## src/rtl/intr_pkg.sv

```systemverilog
// Shared types and defaults for the vectored interrupt controller.
package intr_pkg;

    // Handshake states; encodings are fixed so debug taps stay stable.
    typedef enum logic [1:0] {
        IDLE    = 2'b00,
        REQ     = 2'b01,
        SERVICE = 2'b10
    } intr_state_e;

    localparam logic [31:0] VEC_BASE_DEF   = 32'h0000_0008;
    localparam logic [31:0] VEC_STRIDE_DEF = 32'd4;

    // Channel-id width for n channels; never below one bit.
    function automatic int calc_id_w(input int n);
        return (n <= 2) ? 1 : $clog2(n);
    endfunction

endpackage

```

## src/rtl/intr_prio_enc.sv

```systemverilog
// Lowest-index-wins priority encoder: channel 0 has the highest priority.
module intr_prio_enc #(
    parameter int NUM_CH = 8,
    parameter int ID_W   = 3
) (
    input  logic [NUM_CH-1:0] i_req,
    output logic              o_any,
    output logic [ID_W-1:0]   o_id
);

    // Scan from the top down so the lowest set index is the last to write o_id.
    always_comb begin
        o_any = |i_req;
        o_id  = '0;
        for (int i = NUM_CH - 1; i >= 0; i--) begin
            if (i_req[i]) o_id = ID_W'(i);
        end
    end

endmodule

```

## src/rtl/intr_ctrl.sv

```systemverilog
// Vectored interrupt controller: edge/level capture, masking, priority pick
// and the intr/inta/eoi handshake with a single CPU interrupt line.
module intr_ctrl
    import intr_pkg::*;
#(
    parameter int                NUM_CH     = 8,
    parameter int                ID_W       = calc_id_w(NUM_CH),
    parameter logic [NUM_CH-1:0] EDGE_MASK  = {NUM_CH{1'b1}},
    parameter logic [31:0]       VEC_BASE   = VEC_BASE_DEF,
    parameter logic [31:0]       VEC_STRIDE = VEC_STRIDE_DEF
) (
    input  logic              Clock,
    input  logic              Resetn,
    input  logic [NUM_CH-1:0] irq,
    input  logic              mask_we,
    input  logic [NUM_CH-1:0] mask_wdata,
    output logic [NUM_CH-1:0] mask,
    output logic [NUM_CH-1:0] pending,
    output logic              intr,
    input  logic              inta,
    output logic [ID_W-1:0]   int_id,
    output logic [31:0]       vector,
    output logic              in_service,
    input  logic              eoi
);

    localparam logic [NUM_CH-1:0] ONE_HOT0 = NUM_CH'(1);

    logic [NUM_CH-1:0] r_mask;
    logic [NUM_CH-1:0] r_pending;
    logic [NUM_CH-1:0] r_irq_prev;
    intr_state_e       r_state;
    logic              r_intr;
    logic [ID_W-1:0]   r_int_id;
    logic [31:0]       r_vector;
    logic              r_in_service;

    logic [NUM_CH-1:0] w_req;
    logic              w_any;
    logic [ID_W-1:0]   w_win_id;
    logic              w_ack;
    logic [NUM_CH-1:0] w_rise;
    logic [NUM_CH-1:0] w_clr;
    logic [NUM_CH-1:0] w_pend_nxt;
    logic [31:0]       w_vec;

    // Arbitration works on registered state only, so a mask write in the
    // acknowledge cycle still sees the old mask.
    assign w_req = r_pending & ~r_mask;

    intr_prio_enc #(
        .NUM_CH (NUM_CH),
        .ID_W   (ID_W)
    ) u_prio (
        .i_req (w_req),
        .o_any (w_any),
        .o_id  (w_win_id)
    );

    // An acknowledge only counts while a request is actually outstanding.
    assign w_ack  = (r_state == REQ) && w_any && inta;
    assign w_rise = irq & ~r_irq_prev;
    assign w_clr  = w_ack ? (ONE_HOT0 << w_win_id) : '0;

    // Edge channels: set-wins over ack clear. Level channels just track the line.
    assign w_pend_nxt = (EDGE_MASK & ((r_pending & ~w_clr) | w_rise))
                      | (~EDGE_MASK & irq);

    assign w_vec = VEC_BASE + VEC_STRIDE * 32'(w_win_id);

    // Mask register, writable in any state.
    always_ff @(posedge Clock) begin
        if (!Resetn)      r_mask <= '0;
        else if (mask_we) r_mask <= mask_wdata;
    end

    // Edge detector history and pending capture.
    always_ff @(posedge Clock) begin
        if (!Resetn) begin
            r_pending  <= '0;
            r_irq_prev <= '0;
        end else begin
            r_pending  <= w_pend_nxt;
            r_irq_prev <= irq;
        end
    end

    // Request/acknowledge/end-of-interrupt handshake with registered outputs.
    always_ff @(posedge Clock) begin
        if (!Resetn) begin
            r_state      <= IDLE;
            r_intr       <= 1'b0;
            r_int_id     <= '0;
            r_vector     <= VEC_BASE;
            r_in_service <= 1'b0;
        end else begin
            case (r_state)
                IDLE: begin
                    if (w_any) begin
                        r_state <= REQ;
                        r_intr  <= 1'b1;
                    end
                end
                REQ: begin
                    if (!w_any) begin
                        r_state <= IDLE;
                        r_intr  <= 1'b0;
                    end else if (inta) begin
                        r_state      <= SERVICE;
                        r_intr       <= 1'b0;
                        r_in_service <= 1'b1;
                        r_int_id     <= w_win_id;
                        r_vector     <= w_vec;
                    end
                end
                SERVICE: begin
                    if (eoi) begin
                        r_state      <= IDLE;
                        r_in_service <= 1'b0;
                    end
                end
                default: begin
                    r_state <= IDLE;
                    r_intr  <= 1'b0;
                end
            endcase
        end
    end

    assign mask       = r_mask;
    assign pending    = r_pending;
    assign intr       = r_intr;
    assign int_id     = r_int_id;
    assign vector     = r_vector;
    assign in_service = r_in_service;

endmodule

```

## config.mk

```make
export PLATFORM = sky130hd
export DESIGN_NAME = intr_ctrl
export DESIGN_NICKNAME = d
export VERILOG_FILES = /design/src/rtl/intr_pkg.sv /design/src/rtl/intr_prio_enc.sv /design/src/rtl/intr_ctrl.sv
export SDC_FILE = /design/constraint.sdc
export NUM_CORES = 1
export LEC_CHECK = 0
export ABC_CLOCK_PERIOD_IN_PS = 1600
export CORE_ASPECT_RATIO = 0.75
export CORE_MARGIN = 1
export CORE_UTILIZATION = 35
export CTS_BUF_LIST = sky130_fd_sc_hd__clkbuf_8
export DETAILED_ROUTE_END_ITERATION = 7
export GPL_ROUTABILITY_DRIVEN = 0
export PLACE_DENSITY = 0.71
export RECOVER_POWER = 100
export REMOVE_ABC_BUFFERS = 1
export SYNTH_ARGS = -nofsm -noshare
export SYNTH_HDL_FRONTEND = slang
export SYNTH_SLANG_ARGS = --single-unit
```

## constraint.sdc

```tcl
create_clock -name Clock -period 1.6 [get_ports Clock]
set_input_delay 0.32 -clock Clock [delete_from_list [all_inputs] [get_ports Clock]]
set_output_delay 0.32 -clock Clock [all_outputs]
set_load 0.05 [all_outputs]
```

# Yosys cells after proc, flatten, opt, wreduce, memory -nomap -nowiden
# Index checks and enable logic that the tools add are counted.
# word_totals
inputBits,21
reg_bits,63
output_inout_bits,53
wordCells,56
# op_classes
eq_ne,7
bitwise_logic,8
n_reduce_logical,9
add_sub_neg,1
n_mux,22
n_shift,1
# op_table
operator,n
bitwise AND 8 bit,3
two-way mux 3 bit,8
NOT 8 bit,3
AND reduction 3 bit,3
two-way mux 2 bit,4
two-way mux 8 bit,1
"!= test 2 bit, second input constant",4
bitwise OR 8 bit,1
OR reduction 8 bit,1
"<< shifter 1 x 3 -> 8 bit, first input constant",1
"adder 4 x 5 -> 6 bit, first input constant",1
two-way mux 1 bit,6
one-hot mux 2 bit (3 select lines),1
AND reduction 4 bit,1
"!= test 3 bit, second input constant",1
one-hot mux 1 bit (3 select lines),1
"equality test 2 x 1 -> 1 bit, second input constant",1
"equality test 2 bit, second input constant",1
logical AND 1 bit,2
logical NOT 2 bit,1
one-hot mux 1 bit (2 select lines),1
nonzero test 2 bit,1
NOT 1 bit,1

# Depth between registers and ports, before layout
# logic_depth
depth_word,15
depth_mapped,5
ltp_nobuf,4

# By module
# From an unflattened synthesis, not the netlist that was laid out.
# hier_totals
cells_unflattened,177
hier_area_um2,1631.6
# by_module_without_submodules
mod,n_inst,cells_per_inst,seq_area_each_um2,area_per_inst_um2
intr_ctrl,1,164,680.7,1550.2
intr_prio_enc,1,13,0.0,81.3

# Worst setup path after synthesis
# Ideal clock, no wire load.
# synth_path
path_kind,register to register
from,register r_pending[5] (netlist: pending[5])
to,register r_vector[4] (netlist: vector[4])
setup_slack_ns,-0.152
setup_ns,0.116
synth_period_minus_slack_ns,1.752
path_buffers,0
arrival_ns,1.635
required_ns,1.484
stages_incl_launch_ff,5
cell_sequence,dfxtp_1 -> nor2b_1 -> a2111oi_4 -> a21o_2 -> a31o_2
# synth_via
elab_chain_cells,8
elab_cells_between_ends,10
cone_classes,1 x add/sub; 6 x mux; 1 x bitwise; 2 x reduce/logical
# synth_lines
element,line,text
"start, declared",intr_ctrl.sv:30,logic [NUM_CH-1:0] r_pending;
"start signal, assigned",intr_ctrl.sv:83,r_pending <= w_pend_nxt;
bitwise AND 8 bit *,intr_ctrl.sv:49,assign w_req = r_pending & ~r_mask;
two-way mux 3 bit (6 in series),intr_prio_enc.sv:16,if (i_req[i]) o_id = ID_W'(i);
adder 4 x 5 -> 6 bit,intr_ctrl.sv:69,assign w_vec = VEC_BASE + VEC_STRIDE * 32'(w_win_id);
"end signal, assigned",intr_ctrl.sv:113,r_vector <= w_vec;
"end, declared",intr_ctrl.sv:35,logic [31:0] r_vector;
# Mark *: on every way between the ends. The rest lies on a longest branch, timed or not.
# A chain may end at the register's enable or synchronous reset.

# Final worst setup path
# layout_path
from,input port inta
to,register r_vector[4] (netlist: vector[4])
# layout_via
elab_chain_cells,1
# layout_lines
element,line,text
"start, declared",intr_ctrl.sv:20,"input logic inta,"
AND reduction 3 bit (no source line),--,
# Every way passes these cells.

==> flow_summary.json <==
{
  "clock_path_buffers": 2,
  "h-tree-depth": 2,
  "drive_gt1_frac": 0.157,
  "path_max_fanout": 6,
  "ir_drop_v": 0.000442,
  "drc": 0,
  "max_freq_mhz": 638,
  "layout_common_cells": "34 x dfxtp_1, 28 x conb_1, 19 x clkdlybuf4s50_1",
  "clock-sinks": 34,
  "finalMaxSlewViolations": 0,
  "antenna_found_initial": 0,
  "dp.cells": 289,
  "cts-root-buf": "clkbuf_8",
  "cts_made_buffers": 5,
  "wl_per_cell_um": 12.0,
  "final_cell_area_um2": 2260,
  "outcome": "finished clean",
  "path_class": "in -> reg",
  "fin_worst_skew_ps": 4.63,
  "start_kind": "input port",
  "antenna_cells": 0,
  "layout_setup_ws_ps": 32.4,
  "finalSetupViolCount": 0,
  "final_util": 0.498,
  "dp_slack_ps": -217,
  "cp-end-kind": "register",
  "die_w_um": 82.2,
  "slowest_stage": "clkdlybuf4s50_1",
  "wirelength_mm": 3.60,
  "grt_setup_unrepaired": "yes",
  "yosysSeqAreaShare": 0.403,
  "placed_cell_area_um2": 2290,
  "core_um2": 4550,
  "synthDistinctLibCells": 37,
  "grt_pass1_wl_mm": 5.74,
  "arrival_ps": 1750,
  "viasPerCell": 4.67,
  "critPathTopFamily": "buffers and inverters",
  "drt_first_pass_iters": 4,
  "syn-instance-count": 182,
  "worst-path-buf-inv": 2,
  "overflow": 0,
  "die_h_um": 62.2,
  "synth_seq_cells": 34,
  "grt_max_degree": 24,
  "synth_warnings": 0,
  "pin_count": 74,
  "power_leakage_uw": 0.00103,
  "slew-limit-headroom": 0.575,
  "worst_pin_slew_ps": 637,
  "initial_core_util": 0.372,
  "vias": 1395,
  "min_period_ps": 1570,
  "fin_crit_sh": 0.980,
  "crit_required_ps": 1780,
  "grt_pass1_vias": 1258,
  "clock_latency_ps": 290,
  "nNetsFinal": 262,
  "track_usage": 0.152,
  "power.density_nw_per_um2": 1030,
  "clk_pin_slew_ps": 70,
  "stdcell_count": 299,
  "syn_area_um2": 1690,
  "hpwlAfterDp_mm": 2.72,
  "hold_viol_final": 0,
  "cts.hold.buffers_added": 0,
  "layout_commonest_cell": "dfxtp_1",
  "critPathMaxStageDelay_ps": 510,
  "syn_avg_cell_area_um2": 9.29,
  "areaGrowthSynthToFinish_pct": 33.8,
  "cts_tree": "yes",
  "drv_cap": 0,
  "cp_cell_sequence": "clkdlybuf4s50_1 > nand3b_1 > buf_4 > a21o_2 > a31o_2",
  "dieArea_um2": 5110,
  "portBuffers": 45,
  "ant_nets": 0,
  "dr.first_iter.drc_count": 79,
  "hp-class": "reg -> reg",
  "fp-row-count": 21
}
## power breakdown
group | switching [uW] | internal, uW
registers | 39.8 | 907
logic | 499 | 245
clock network | 304 | 340
total | 843 | 1490
## metal layers
layer | up-vias | GRT usage | share of wire
met5 | - | 0 | 0
met1 | 638 | 0.199 | 0.47
met2 | 54 | 0.219 | 0.44
li1 | 694 | - | -
met4 | 0 | 0.0789 | 0.020
met3 | 9 | 0.0485 | 0.074
## path summary, 6_finish.rpt
path                    from         end  slack, ps  depth (start not counted)
setup / recovery        inta   vector[4]         30                          5
setup reg to reg  pending[7]   int_id[1]         70                          4
hold / removal    r_state[1]  r_state[0]        460                          1
hold reg to reg   r_state[1]  r_state[0]        460                          1
## flip-flops by register name, summed over array words and instances, names as in the netlist
signal and flops:
pending 8, in_service 1, vector 3, intr 1, mask 8, int_id 3
r_state 2, r_irq_prev 8
## cell usage after synthesis
cell type	number	share of area
a21o_2	1	0.0052
o31ai_1	1	0.0044
mux2i_1	8	0.047
a211oi_1	2	0.0089
conb_1	1	0.0022
a221oi_2	2	0.018
clkbuf_1	5	0.011
a31o_2	1	0.0052
nor2_1	13	0.029
buf_4	29	0.13
and4_1	1	0.0052
a211o_1	2	0.010
nand4_1	1	0.0037
dfxtp_1	34	0.40
a2111oi_4	2	0.033
a31oi_1	7	0.026
a32o_1	1	0.0059
and3_1	1	0.0037
nand3b_1	1	0.0044
a31o_1	1	0.0052
clkbuf_2	1	0.0030
o21ai_0	3	0.0089
a2111oi_0	1	0.0052
nor2b_1	8	0.030
nor3_1	4	0.012
o21bai_1	1	0.0044
o221a_2	1	0.0067
a41oi_1	1	0.0052
nand2b_1	18	0.067
o21ai_1	1	0.0030
and2b_4	1	0.0059
nand2_1	7	0.016
a21oi_1	4	0.012
a221o_1	2	0.012
inv_1	4	0.0089
nand2b_2	1	0.0052
and2_1	10	0.037
## cells by family (layout without fill, tap and decap cells)
kind of cell           Yosys count  after routing  share of synthesized area
other                            1             28                    0.00222
flip-flops                      34             34                      0.403
AND/OR/NAND/NOR                 66             66                      0.218
AO/OA/AOI/OAI                   34             34                      0.178
buffers and inverters           39             72                      0.152
multiplexers                     8              8                     0.0474
## metrics by stage
stage / hold WS, ps / total power, uW / setup TNS (ps)
finish: 455 / 2340 / 0
global route: 485 / 2440 / -41.7
CTS: 450 / 2420 / 0
detailed placement: 442 / 1780 / -2030
global placement: 439 / 1770 / -1380
floorplan: 413 / 1470 / -1120
## timing repair
| item | CTS | global route |
|---|---|---|
| resized for setup | 0 | 2 |
| hold endpoints to repair | 0 | 0 |
| endpoints found under the setup margin | 0 | 9 |
| setup buffers | 0 | 2 |
## area by class of cell
cell class,instances,area (um^2)
sequential,34,681
clock inverter,2,8.76
inverter,4,15.0
clock buffer,6,82.6
timing repair buffer,60,542
tap,57,71.3
multi-input combinational,136,862
fill,458,2280
Power figures use the tool's default switching activity.
